$ cat src/rtl/waveform_analyzer.sv
// Square-wave analyzer: measures period and high time of I_WAVE and recovers the
// 11-bit frequency code and 2-bit duty code that the channel generator was programmed with.
module waveform_analyzer #(
    parameter int unsigned PERIOD_W      = 24,
    parameter int unsigned CLKS_PER_UNIT = 763
) (
    input  logic                I_CLK,
    input  logic                I_RESET,
    input  logic                I_WAVE,
    input  logic                I_MEASURE_EN,
    output logic [PERIOD_W-1:0] O_PERIOD,
    output logic [PERIOD_W-1:0] O_HIGH,
    output logic [1:0]          O_DUTY_CYCLE,
    output logic [10:0]         O_FREQUENCY,
    output logic                O_VALID,
    output logic                O_RANGE_ERR,
    output logic                O_TIMEOUT,
    output logic                O_OVERRUN
);

    localparam int unsigned DW   = PERIOD_W + 1;
    localparam int unsigned XW   = PERIOD_W + 5;
    localparam int unsigned SC_W = $clog2(DW + 1);

    localparam logic [DW:0]         DIVISOR   = (DW + 1)'(CLKS_PER_UNIT);
    localparam logic [DW-1:0]       HALF_UNIT = DW'(CLKS_PER_UNIT / 2);
    localparam logic [PERIOD_W-1:0] CNT_MAX   = '1;
    localparam logic [SC_W-1:0]     STEPS     = SC_W'(DW);

    typedef enum logic [0:0] {StIdle, StMeasure} state_e;

    // Input conditioning
    logic [1:0] sync_q;
    logic       prev_q;
    logic       wave_s, rise, fall;

    always_ff @(posedge I_CLK) begin
        if (I_RESET) begin
            sync_q <= '0;
            prev_q <= 1'b0;
        end else begin
            sync_q <= {sync_q[0], I_WAVE};
            prev_q <= sync_q[1];
        end
    end

    assign wave_s = sync_q[1];
    assign rise   = wave_s & ~prev_q;
    assign fall   = ~wave_s & prev_q;

    // Measurement FSM
    state_e              state_q, state_d;
    logic [PERIOD_W-1:0] cnt_q, cnt_d;
    logic [PERIOD_W-1:0] high_cnt_q, high_cnt_d;
    logic                high_open_q, high_open_d;
    logic                handoff, timeout;
    logic [PERIOD_W-1:0] meas_high;

    always_comb begin
        state_d     = state_q;
        cnt_d       = cnt_q;
        high_cnt_d  = high_cnt_q;
        high_open_d = high_open_q;
        handoff     = 1'b0;
        timeout     = 1'b0;
        unique case (state_q)
            StIdle: begin
                if (I_MEASURE_EN && rise) begin
                    state_d     = StMeasure;
                    cnt_d       = PERIOD_W'(1);
                    high_cnt_d  = '0;
                    high_open_d = 1'b1;
                end
            end
            StMeasure: begin
                cnt_d = cnt_q + PERIOD_W'(1);
                if (!I_MEASURE_EN) begin
                    state_d = StIdle;
                end else if (rise) begin
                    // Next period starts on the same cycle the current one closes
                    handoff     = 1'b1;
                    cnt_d       = PERIOD_W'(1);
                    high_cnt_d  = '0;
                    high_open_d = 1'b1;
                end else if (cnt_q == CNT_MAX) begin
                    timeout = 1'b1;
                    state_d = StIdle;
                end else if (fall && high_open_q) begin
                    high_cnt_d  = cnt_q;
                    high_open_d = 1'b0;
                end
            end
            default: state_d = StIdle;
        endcase
    end

    always_ff @(posedge I_CLK) begin
        if (I_RESET) begin
            state_q     <= StIdle;
            cnt_q       <= '0;
            high_cnt_q  <= '0;
            high_open_q <= 1'b0;
        end else begin
            state_q     <= state_d;
            cnt_q       <= cnt_d;
            high_cnt_q  <= high_cnt_d;
            high_open_q <= high_open_d;
        end
    end

    // A period with no observed fall is treated as fully high
    assign meas_high = high_open_q ? cnt_q : high_cnt_q;

    // Duty classification against midpoints of 1/8, 2/8, 4/8, 6/8
    logic [XW-1:0] p_ext, h16, p3, p6, p10;
    logic [1:0]    duty_calc;

    always_comb begin
        p_ext = XW'(cnt_q);
        h16   = XW'(meas_high) << 4;
        p3    = (p_ext << 1) + p_ext;
        p6    = p3 << 1;
        p10   = (p_ext << 3) + (p_ext << 1);
        if (h16 < p3) begin
            duty_calc = 2'b00;
        end else if (h16 < p6) begin
            duty_calc = 2'b01;
        end else if (h16 < p10) begin
            duty_calc = 2'b10;
        end else begin
            duty_calc = 2'b11;
        end
    end

    // Restoring divider; quotient bits shift into the dividend register from the LSB
    logic                busy_q;
    logic [SC_W-1:0]     step_q;
    logic [DW-1:0]       dvd_q, rem_q;
    logic [PERIOD_W-1:0] pend_period_q, pend_high_q;
    logic [1:0]          pend_duty_q;

    logic [DW:0]   rem_shift;
    logic          q_bit;
    logic [DW-1:0] rem_next, quot_next;
    logic          done, accept, overrun, in_range;
    logic [31:0]   n_ext;
    logic [10:0]   freq_calc;

    always_comb begin
        rem_shift = {rem_q, dvd_q[DW-1]};
        q_bit     = (rem_shift >= DIVISOR);
        rem_next  = q_bit ? DW'(rem_shift - DIVISOR) : rem_shift[DW-1:0];
        quot_next = {dvd_q[DW-2:0], q_bit};
        done      = busy_q && (step_q == SC_W'(1));
        accept    = handoff && (!busy_q || done);
        overrun   = handoff && busy_q && !done;
        n_ext     = 32'(quot_next);
        in_range  = (n_ext != 32'd0) && (n_ext <= 32'd2048);
        freq_calc = 11'(32'd2048 - n_ext);
    end

    always_ff @(posedge I_CLK) begin
        if (I_RESET) begin
            busy_q        <= 1'b0;
            step_q        <= '0;
            dvd_q         <= '0;
            rem_q         <= '0;
            pend_period_q <= '0;
            pend_high_q   <= '0;
            pend_duty_q   <= '0;
            O_PERIOD      <= '0;
            O_HIGH        <= '0;
            O_DUTY_CYCLE  <= '0;
            O_FREQUENCY   <= '0;
            O_VALID       <= 1'b0;
            O_RANGE_ERR   <= 1'b0;
            O_TIMEOUT     <= 1'b0;
            O_OVERRUN     <= 1'b0;
        end else begin
            O_VALID     <= 1'b0;
            O_RANGE_ERR <= 1'b0;
            O_TIMEOUT   <= timeout;
            O_OVERRUN   <= overrun;
            if (busy_q) begin
                dvd_q  <= quot_next;
                rem_q  <= rem_next;
                step_q <= step_q - SC_W'(1);
            end
            if (done) begin
                busy_q       <= 1'b0;
                O_PERIOD     <= pend_period_q;
                O_HIGH       <= pend_high_q;
                O_DUTY_CYCLE <= pend_duty_q;
                if (in_range) begin
                    O_FREQUENCY <= freq_calc;
                    O_VALID     <= 1'b1;
                end else begin
                    O_RANGE_ERR <= 1'b1;
                end
            end
            // Accepting a new period overrides the step update above
            if (accept) begin
                busy_q        <= 1'b1;
                step_q        <= STEPS;
                dvd_q         <= {1'b0, cnt_q} + HALF_UNIT;
                rem_q         <= '0;
                pend_period_q <= cnt_q;
                pend_high_q   <= meas_high;
                pend_duty_q   <= duty_calc;
            end
        end
    end

endmodule

$ cat config.mk
export PLATFORM = sky130hd
export DESIGN_NAME = waveform_analyzer
export DESIGN_NICKNAME = d
export VERILOG_FILES = /design/src/rtl/waveform_analyzer.sv
export SDC_FILE = /design/constraint.sdc
export NUM_CORES = 1
export LEC_CHECK = 0
export CORE_UTILIZATION = 50
export DETAILED_ROUTE_END_ITERATION = 12
export GPL_TIMING_DRIVEN = 0
export PLACE_DENSITY = 0.72
export SLEW_MARGIN = 20
export SYNTH_ARGS = -nofsm -noshare
export SYNTH_HDL_FRONTEND = slang
export SYNTH_SLANG_ARGS = --single-unit
$ cat constraint.sdc
create_clock -name I_CLK -period 8.7 [get_ports I_CLK]
set_clock_uncertainty 0.05 [all_clocks]
set_input_delay 1.305 -clock I_CLK [delete_from_list [all_inputs] [get_ports I_CLK]]
set_output_delay 1.305 -clock I_CLK [all_outputs]
set_load 0.01 [all_outputs]
==> impl_metrics.csv <==
group,metric,value,unit
worst_setup_path,worst_setup_path_end_kind,"flop",
global_routing,grt_pass1_wl,58.0,mm
timing,rsz0062_at_grt,"no",
die,fp-row-count,59,
timing,hold_viol_final,0,
detailed_routing,wl_per_cell,17.4,µm
final_layout,fill_cells,2333,
run_status,status,"completed",
final_layout,nets,1849,
clock_network,htreeDepth,1,
power_and_ir_drop,leakagePower,5.70,nW
global_routing,antenna_found_initial,0,
timing,fin_crit,6350,ps
yosys,yosysWarnings,0,
global_routing,grt_usage,27.1,%
final_layout,diodes,0,
worst_setup_path,r2r_slack,2350,ps
die,start_util,50.8,%
detailed_routing,route.detailed.drc,0,
worst_setup_path,r2r_end,"pend_duty_q[0]",
yosys,ys_async_sr_fraction,0,%
yosys,netlist_area,13200,µm²
timing,worst_pin_slew,893,ps
worst_setup_path,timing.rr.start,"cnt_q[3]",
timing,slew_viol_final,0,
timing,maxSlewHeadroom,40.5,%
global_routing,globalRouteOverflowTotal,0,
clock_network,cts_resized,0,
detailed_routing,drt_wl_total,36.0,mm
final_layout,fin_cells,2068,
final_layout,layout-drive-gt1-share,4.33,%
worst_setup_path,crit_fanout,10,
job,maxCapViolCount,0,
timing,finalSetupTns,0,ps
yosys,synth.area.top_cells,"dfxtp_1 (34%), ha_1 (12%), nand2_1 (8.4%)",
worst_setup_path,ff2ff_path_depth,23,
yosys,ys_ff_latch,224,
worst_hold_path,hold_end,"high_cnt_q[7]",
clock_network,clk_pin_slew,60,ps
yosys,seq_area_frac_synth,34.1,%
clock_network,post-cts-setup-buffer-count,0,
placed_design,place_hpwl,27.4,mm
yosys,postSynthAreaPerCell,8.12,µm²
placed_design,gp_congestion,0.956,
global_routing,grt_pass1_vias,11000,
clock_network,clk_latency,530,ps
yosys,synth_cell_types,75,
timing,setup_viol,0,
clock_network,cts_num_sinks,224,
global_routing,grt_start_max_net_pins,13,
detailed_routing,vias,11800,
clock_network,cts_hold_buf,0,
die,top_level_ports,69,
die,dieHeight,164,µm
final_layout,multi_input_area,8230,µm²
worst_setup_path,path_class,"flop to flop",
yosys,ys.flop_type,"dfxtp_1",
final_layout,seqCellArea,4480,µm²
placed_design,port_buffers,68,
timing,clock.fmax,0.157,GHz
die,core,25900,µm²
detailed_routing,dr.pass1.iters,6,
worst_setup_path,cp.arrival,6710,ps
detailed_routing,viasPerCell,5.73,
worst_setup_path,cp.required,9060,ps
die,dieArea,27000,µm²
power_and_ir_drop,powerDensity,141,nW/µm²
yosys,synth-edff-count,0,
timing,finalCritPeriodShare,73.0,%
yosys,synth_top_area_share,34.1,%
die,die_x,164,µm
yosys,synth_area_leader_cell,"dfxtp_1",
detailed_routing,drt_iter0_markers,977,
power_and_ir_drop,ir_drop,0.167,mV
yosys,synth_cells,1621,
placed_design,placed_cells,2024,
worst_hold_path,hp-class,"flop to flop",
yosys,syn_nets,1754,
clock_network,cts_root_buf,"clkbuf_16",
detailed_routing,drtAntennaViolNets,0,
worst_hold_path,holdPathStages,2,
clock_network,cts_tree,"done",
worst_setup_path,crit_path_start_kind,"flop",
clock_network,cts_buffers,25,
clock_network,clk_path_buf_depth,3,
worst_hold_path,hp-start,"high_cnt_q[7]",
final_layout,synthToLayoutAreaGrowth,14.2,%
worst max path at each step:
stage                     slack, ps              to      from  cells past startpoint
final                          2350  pend_duty_q[0]  cnt_q[3]                     23
after global routing           2110  pend_duty_q[0]  cnt_q[2]                     23
after CTS                      2540  pend_duty_q[0]  cnt_q[3]                     23
after detailed placement       2580  pend_duty_q[0]  cnt_q[3]                     23
after global placement         2650  pend_duty_q[0]  cnt_q[3]                     23
after floorplan                3940  pend_duty_q[0]  cnt_q[2]                     23
layout make-up:
type                    count  share of cell area (%)
multi-input cells        1280                    54.7
flip-flops and latches    224                    29.8
clock buffers              37                    4.73
repair buffers             68                    4.53
well taps                 335                    2.79
plain buffers              86                    2.22
inverters                  31                   0.774
clock inverters             7                   0.416
Yosys cell counts (all sizes together) (20+ instances only):
library cell,instances
nand2,294
dfxtp,224
a21oi,186
nor2,139
ha,127
clkbuf,74
xnor2,63
xor2,51
o21ai,48
nand3,46
inv,31
nor3,29
a21o,28
a211oi,27
nand2b,21
a2111oi,20
sequential cells by signal (all words and copies together), names as in the netlist, 2 cells and up:
signal,cells
cnt_q,24
pend_high_q,24
O_DUTY_CYCLE,2
O_HIGH,24
high_cnt_q,24
O_PERIOD,24
sync_q,2
O_FREQUENCY,11
rem_q,25
pend_period_q,24
pend_duty_q,2
step_q,5
dvd_q,25
where the power goes:
group          switching [W]  internal (W)  total [W]
Sequential        0.00000188       0.00103    0.00103
Clock               0.000424      0.000591    0.00102
Combinational      0.0000498     0.0000218  0.0000716
metrics by stage:
step	worst slack [ps]	power (W)	instance area [µm²]	util (%)	hold WS, ps
floorplan	3940	0.00110	13200	-	364
finish	2350	0.00212	15000	58.0	399
detailed placement	2580	0.00112	14300	55.0	392
global route	2110	0.00218	15000	58.0	410
global placement	2650	0.00112	14300	55.0	385
CTS	2540	0.00212	15000	58.0	400
worst max-delay path, cell delays in order (launching register included):
cell and delay, ps:
dfxtp_1 770, inv_1 260, ha_1 420, o21a_1 190, o31a_1 130, o41a_1 390, a22oi_2 330, a21boi_0 240
a31oi_1 280, o21ai_0 190, a21oi_1 200, o21bai_1 90, xnor2_1 160, ha_1 340, nand3_1 70, nor2_1 360
and4_1 350, o211ai_1 130, nand3_1 250, nand3_1 120, mux2i_1 160, a2111oi_1 90, a2111o_1 410, a32o_1 260
logic make-up (layout without fill, tap and decap cells):
kind of cell / count (synthesis) / count (layout) / synth area share, %
xor gates and xnor gates: 114 / 114 / 7.58
and+or+nand+nor: 614 / 614 / 21.1
adders and majority gates: 130 / 130 / 12.5
buffers and inverters: 117 / 229 / 3.42
muxes: 37 / 37 / 2.99
DFF: 224 / 224 / 34.1
AOI/OAI and AO/OA: 385 / 385 / 18.4
metal layers:
layer | vias up | track usage, % | wire [µm]
met5 | - | 0 | 0
met4 | 0 | 8.00 | 1010
met3 | 65 | 3.38 | 2160
met2 | 323 | 42.4 | 15900
met1 | 5557 | 38.7 | 17000
li1 | 5901 | - | -
layout by cell type (no fill, tap or decap), drive strengths merged, types with 28 or more instances in the layout:
master / instances
clkbuf: 111
nand2: 294
nor3: 29
o21ai: 48
inv: 31
nor2: 139
xor2: 51
clkdlybuf4s50: 68
ha: 127
a21oi: 186
xnor2: 63
nand3: 46
a21o: 28
dfxtp: 224
No activity file was read; power rests on OpenSTA's default activity.
